<file path="config.mk">
export PLATFORM = sky130hd
export DESIGN_NAME = regfile_shadow
export DESIGN_NICKNAME = d
export VERILOG_FILES = /design/src/rtl/regfile_shadow.sv
export SDC_FILE = /design/constraint.sdc
export NUM_CORES = 1
export LEC_CHECK = 0
export ABC_AREA = 1
export BUFFER_PORTS_ARGS = -buffer_cell sky130_fd_sc_hd__buf_4
export CORE_ASPECT_RATIO = 0.75
export CORE_MARGIN = 3
export CORE_UTILIZATION = 28
export DETAILED_ROUTE_END_ITERATION = 8
export PLACE_DENSITY = 0.46
export SYNTH_ARGS = -nofsm -noshare
export SYNTH_HDL_FRONTEND = slang
export SYNTH_SLANG_ARGS = --single-unit
</file>
<file path="constraint.sdc">
create_clock -name clk -period 1.3 [get_ports clk]
set_input_delay 0.195 -clock clk [delete_from_list [all_inputs] [get_ports clk]]
set_output_delay 0.195 -clock clk [all_outputs]
set_load 0.1 [all_outputs]
</file>
<file path="src/rtl/regfile_shadow.sv">
// Double-buffered configuration register file: host writes go to a shadow bank,
// and an armed commit copies the dirty shadow registers into the active bank on a period boundary.
module regfile_shadow #(
  parameter int unsigned DATA_BITS = 16,
  parameter int unsigned NUM_REGS  = 6,
  parameter int unsigned ADDR_BITS = 3,
  parameter logic [NUM_REGS*DATA_BITS-1:0] RESET_VAL = {NUM_REGS*DATA_BITS{1'b0}}
) (
  input  logic                          clk,
  input  logic                          rst,
  input  logic                          wr_en,
  input  logic [ADDR_BITS-1:0]          wr_addr,
  input  logic [DATA_BITS-1:0]          wr_data,
  input  logic                          rd_en,
  input  logic [ADDR_BITS-1:0]          rd_addr,
  input  logic                          rd_shadow,
  output logic [DATA_BITS-1:0]          rd_data,
  output logic                          rd_valid,
  output logic                          rd_err,
  output logic                          wr_err,
  input  logic                          commit_req,
  output logic                          commit_done,
  output logic                          armed,
  output logic                          pending,
  output logic [NUM_REGS*DATA_BITS-1:0] active_flat
);

  typedef enum logic {IDLE, ARMED} state_e;

  localparam logic [ADDR_BITS-1:0] CTRL_ADDR = ADDR_BITS'(NUM_REGS);

  state_e                 state_q, state_d;
  logic [DATA_BITS-1:0]   shadow_q [NUM_REGS];
  logic [DATA_BITS-1:0]   shadow_d [NUM_REGS];
  logic [DATA_BITS-1:0]   active_q [NUM_REGS];
  logic [DATA_BITS-1:0]   active_d [NUM_REGS];
  logic [NUM_REGS-1:0]    dirty_q, dirty_d;
  logic [DATA_BITS-1:0]   rd_data_q, rd_data_d;
  logic                   rd_valid_q, rd_valid_d;
  logic                   rd_err_q, rd_err_d;
  logic                   wr_err_q, wr_err_d;
  logic                   commit_done_q, commit_done_d;
  logic                   commit;

  assign armed   = (state_q == ARMED);
  assign pending = |dirty_q;
  assign commit  = commit_req && (state_q == ARMED);

  // Write path: the commit is evaluated on the current state first, then the
  // host write (data or CTRL) is layered on top of the post-commit values.
  always_comb begin
    // NOTE: every variable gets a default before any branch, so no path leaves it unassigned and no latch is inferred.
    state_d       = state_q;
    shadow_d      = shadow_q;
    active_d      = active_q;
    dirty_d       = dirty_q;
    wr_err_d      = 1'b0;
    commit_done_d = 1'b0;

    if (commit) begin
      for (int i = 0; i < NUM_REGS; i++) begin
        if (dirty_q[i]) active_d[i] = shadow_q[i];
      end
      dirty_d       = '0;
      state_d       = IDLE;
      commit_done_d = 1'b1;
    end

    if (wr_en) begin
      if (wr_addr < CTRL_ADDR) begin
        for (int i = 0; i < NUM_REGS; i++) begin
          if (wr_addr == ADDR_BITS'(i)) begin
            shadow_d[i] = wr_data;
            dirty_d[i]  = 1'b1;
          end
        end
      end else if (wr_addr == CTRL_ADDR) begin
        if (wr_data[1]) begin
          shadow_d = active_d;
          dirty_d  = '0;
          state_d  = IDLE;
        end else if (wr_data[0]) begin
          state_d = ARMED;
        end
      end else begin
        wr_err_d = 1'b1;
      end
    end
  end

  // Read path sees the pre-edge banks, so a same-cycle write is not visible yet.
  always_comb begin
    rd_data_d  = rd_data_q;
    rd_valid_d = rd_en;
    rd_err_d   = 1'b0;
    if (rd_en) begin
      rd_data_d = '0;
      if (rd_addr < CTRL_ADDR) begin
        for (int i = 0; i < NUM_REGS; i++) begin
          if (rd_addr == ADDR_BITS'(i)) rd_data_d = rd_shadow ? shadow_q[i] : active_q[i];
        end
      end else if (rd_addr == CTRL_ADDR) begin
        rd_data_d[1:0] = {pending, armed};
      end else begin
        rd_err_d = 1'b1;
      end
    end
  end

  always_ff @(posedge clk) begin
    if (rst) begin
      // NOTE: both banks are reset explicitly because RESET_VAL is the defined power-up parameter set, not don't-care storage.
      for (int i = 0; i < NUM_REGS; i++) begin
        shadow_q[i] <= RESET_VAL[i*DATA_BITS +: DATA_BITS];
        active_q[i] <= RESET_VAL[i*DATA_BITS +: DATA_BITS];
      end
      state_q       <= IDLE;
      dirty_q       <= '0;
      rd_data_q     <= '0;
      rd_valid_q    <= 1'b0;
      rd_err_q      <= 1'b0;
      wr_err_q      <= 1'b0;
      commit_done_q <= 1'b0;
    end else begin
      // NOTE: non-blocking assignments so every flop samples the pre-edge value regardless of statement order.
      shadow_q      <= shadow_d;
      active_q      <= active_d;
      state_q       <= state_d;
      dirty_q       <= dirty_d;
      rd_data_q     <= rd_data_d;
      rd_valid_q    <= rd_valid_d;
      rd_err_q      <= rd_err_d;
      wr_err_q      <= wr_err_d;
      commit_done_q <= commit_done_d;
    end
  end

  assign rd_data     = rd_data_q;
  assign rd_valid    = rd_valid_q;
  assign rd_err      = rd_err_q;
  assign wr_err      = wr_err_q;
  assign commit_done = commit_done_q;

  for (genvar g = 0; g < NUM_REGS; g++) begin : g_flat
    assign active_flat[g*DATA_BITS +: DATA_BITS] = active_q[g];
  end

endmodule

</file>
==> Yosys cells after proc, flatten, opt, wreduce, memory -nomap -nowiden <==
Index checks and enable logic that the tools add are counted.
{ "classes": {"n_lt_le_gt_ge": 2, "bitwise_logic": 2, "eq_ne": 18, "reduce_logical": 14, "mux": 51} }
{ "op_table": {"columns": ["cell", "n"], "rows": [
  ["$mux 16", 24],
  ["$mux 96", 4],
  ["$mux 6", 5],
  ["$reduce_and 4->1", 6],
  ["$eq 3x3->1 const B", 6],
  ["$mux 1", 15],
  ["$mux 14", 1],
  ["$eq 3x2->1 const B", 4],
  ["$ne 2x1->1 const B", 6],
  ["$eq 3x1->1 const B", 2],
  ["$logic_not 3->1", 2],
  ["$lt 3x3->1 const B", 2],
  ["$reduce_or 3->1", 2],
  ["$reduce_or 6->1", 1],
  ["$mux 2", 2],
  ["$reduce_bool 2->1", 2],
  ["$not 1->1", 2],
  ["$logic_and 1x1->1", 1]
]} }
{ "totals": {"ff_bits": 219, "input_bits": 28, "wordCells": 106, "out_inout_bits": 118} }

==> Logic depth before layout (Yosys ltp) <==
{ "depth": {"word_depth": 8, "ltp_mapped": 11, "ltp_nobuf": 9} }

==> Least setup slack after synthesis <==
Ideal clock, no wire load.
{ "synth_path": {"path_kind": "register to register", "from": "reg state_q (netlist: armed)", "to": "reg shadow_q[16] (netlist bit)", "stages_incl_launch_ff": 9, "period_less_slack_ns": 2.131, "setup_slack_ns": -0.831, "required_time_ns": 1.183, "n_path_buf": 1, "arrival_time_ns": 2.014, "setup_time_ns": 0.117, "path_cell_list": "dfxtp_1 -> nand2_2 -> inv_4 -> nand2_4 -> buf_2 -> o21ai_1 -> nor2_1 -> nor3_1 -> nor2_1"} }
{ "synth_via": {"elab_chain_cells": 5} }
{ "synth_lines": {"columns": ["element", "line_no", "source"], "rows": [
  ["start, declared", "32", "state_e state_q, state_d;"],
  ["start signal, assigned", "128", "state_q <= state_d;"],
  ["$logic_and 1x1->1", "47", "assign commit = commit_req && (state_q == ARMED);"],
  ["$mux 96", "60", "if (commit) begin"],
  ["$mux 96", "78", "if (wr_data[1]) begin"],
  ["$mux 96", "77", "end else if (wr_addr == CTRL_ADDR) begin"],
  ["$mux 96", "70", "if (wr_addr < CTRL_ADDR) begin"],
  ["end signal, assigned by index", "114", "shadow_q[i] <= RESET_VAL[i*DATA_BITS +: DATA_BITS];"],
  ["end signal, assigned", "126", "shadow_q <= shadow_d;"],
  ["end, declared", "33", "logic [DATA_BITS-1:0] shadow_q [NUM_REGS];"]
]} }
Every way passes these cells. The select of a mux whose other input is x is not followed.
A chain may end at the register's enable or synchronous reset.

==> Final worst setup path <==
{ "layout_path": {"from": "reg dirty_q[4]", "to": "out pending"} }
{ "layout_via": {"elab_chain_cells": 1} }
{ "layout_lines": {"columns": ["element", "line_no", "source"], "rows": [
  ["start, declared", "37", "logic [NUM_REGS-1:0] dirty_q, dirty_d;"],
  ["start signal, assigned", "129", "dirty_q <= dirty_d;"],
  ["$reduce_or 6->1", "46", "assign pending = |dirty_q;"],
  ["end, declared", "24", "output logic pending,"]
]} }
Every way passes these cells.

==> results.ini <==
[run_status]
status=finished with violations
violations=setup timing

[power_and_ir_drop]
vdd_drop_max_uv=729
p_leak_uw=0.00707
power.density_mw_per_mm2=962
p_total_uw=16200

[finish]
stdcell_area_mm2=0.0168
insertedDiodeCount=0
fin_util_pct=44.7
drive_gt1_share_pct=32.8
layout.nets=1887
areaGrowthSynthToFinish_pct=55.5
fin_cells=2379

[detailed_routing]
drc=0
drtIter0Drc=1081
dr.pass1.iters=6
routed_wl_mm=45.5
avgViaCountPerCell=4.82
vias=11500
drtAntennaViolNets=0
post_drt_wl_per_cell_um=19.1

[placement]
placed_area_mm2=0.0137
hpwl_mm=31.5
place_inst=2303
port_buffers=145
place_congestion=0.840

[floorplanning]
num_rows=61
die_h_um=176
start_util_pct=28.8
die_x_um=233
coreArea_mm2=0.0376
io_pins=146
die-area_mm2=0.0411

[timing]
tightest_slew_ps=549
fin_crit_sh_pct=116
hold_violations=0
max_slew_margin_pct=63.2
finalSetupViolations=95
slew_violations=0
rsz0062_at_grt=true
period_needed_ps=1500
fmax_mhz=665
setup_slack_ps=-204
finClkSkew_ps=14.0
setup-tns-final_ps=-4090

[worst_setup_path]
critPathCaptureType=output pin
cp-start-kind=flip-flop
startpoint=dirty_q[4]
critical_path.slowest_cell=dfxtp_4
cpPeakStageDelay_ps=350
reg2regPathDepth=9
crit_arrival_ps=1310
crit_chain=nor2_4 > nand3_4 > buf_12
path_class=reg2out
cp_max_fo=2
cp.required_ps=1110
timing.rr.start=armed

[synthesis]
yosysTopAreaCellShare_pct=40.5
yosysUniqueCellTypes=33
async_flop_share_pct=0
synth_top_flop_cell=dfxtp_1
synth-seq-cells=219
netlist_area_mm2=0.0108
synth-seq-area-share_pct=40.5
synth_most_common_cell=nand2_1
avgSynthCellArea_um2=6.74
synthCells=1606
ys_warn_count=0
yosysTopAreaCell=dfxtp_1
synth_common_cells=nand2_1 (446), dfxtp_1 (219), inv_1 (193), nor2_1 (186), a31oi_1 (94)
synth-edff-count=0
synth.area.top_cells=dfxtp_1 (41%), nand2_1 (15%), inv_1 (6.7%)
syn_nets=1634

[clock_tree]
root_buffer=clkbuf_16
clock_latency_ps=540
cts_tree=built
cts_max_level=1
cts_buffers=25
cts.sinks=219
clk_pin_slew_ps=60
clockBufferDepth=3

[grt]
grt_pass1_wl_mm=67.2
overflow=0
antenna_found_initial=3
grt_max_degree=47
grt_pass1_vias=10500
track_usage_pct=21.6

[hold_path]
hold_depth=3
worstHoldPathType=in2reg
min_from=wr_en

[job]
cap_violations=0

final timing paths:
path,endpoint,slack (ps)
max,pending,-200
min,wr_err,70
max reg2reg,shadow_q[31],-130
min reg2reg,shadow_q[27],500
sequential cells by signal (all words and copies together) (netlist names):
signal       cells
rd_err           1
active_flat     96
commit_done      1
dirty_q          6
wr_err           1
rd_data         16
armed            1
shadow_q        96
rd_valid         1
layout by cell type, fill, tap and decap left out, drive strengths merged:
cell type,synthesis,final
o211ai,15,15
nor4,2,2
dfxtp,219,219
clkinv,2,5
o2bb2ai,1,1
a21oi,44,44
inv,208,207
nor2,192,192
o21ai,157,157
o21a,81,81
a22o,1,1
nand3,22,22
clkbuf,26,39
clkinvlp,0,1
nor3,3,3
dlygate4sd3,0,2
nand2,461,467
o31ai,1,1
a31oi,94,94
bufinv,0,1
nand4,2,2
buf,75,319
critical path: cells and delay by family, from the launching register on:
family        cells  cell delay (ps)
flops             1              350
simple gates      2              240
buf+inv           1              190
cell type report:
class / count / area (µm²)
Multi-Input combinational cell: 1082 / 5600
Clock inverter: 4 / 47.5
Tap cell: 504 / 631
Clock buffer: 39 / 748
Fill cell: 3845 / 20800
Sequential cell: 219 / 4740
Timing Repair Buffer: 321 / 4240
Inverter: 210 / 817
where the power goes:
group	internal (µW)	switching, µW	total (µW)
clock	4120	2950	7070
sequential	6740	181	6930
combinational	811	1390	2200
stage by stage:
step	worst slack (ps)	hold WS, ps
finish	-204	71.8
global route	-244	68.6
CTS	-222	41.7
detailed placement	-424	476
global placement	-459	476
floorplan	-131	350
per-layer routing:
metal	GRT usage, %	vias up	part of all wire [%]
met2	30.3	364	41
met3	3.89	53	6.9
met1	34.3	5370	51
met4	3.79	0	1.7
met5	0	-	0
li1	-	5679	-
kinds of logic after synthesis:
kind of cell | Yosys count | synth area share, %
AOI/OAI and AO/OA | 394 | 22.0
buffers and inverters | 311 | 12.5
and+or+nand+nor | 682 | 24.9
DFF | 219 | 40.5
repair_timing:
item                                    CTS  global route
setup buffers                            15            14
hold buffers                              2             0
endpoints found under the hold margin     1             0
endpoints found under the setup margin  172           259
pin swaps                                 5            21
gates cloned                              1             5
gates resized for setup                 454            93
(Power assumes the default switching activity.)
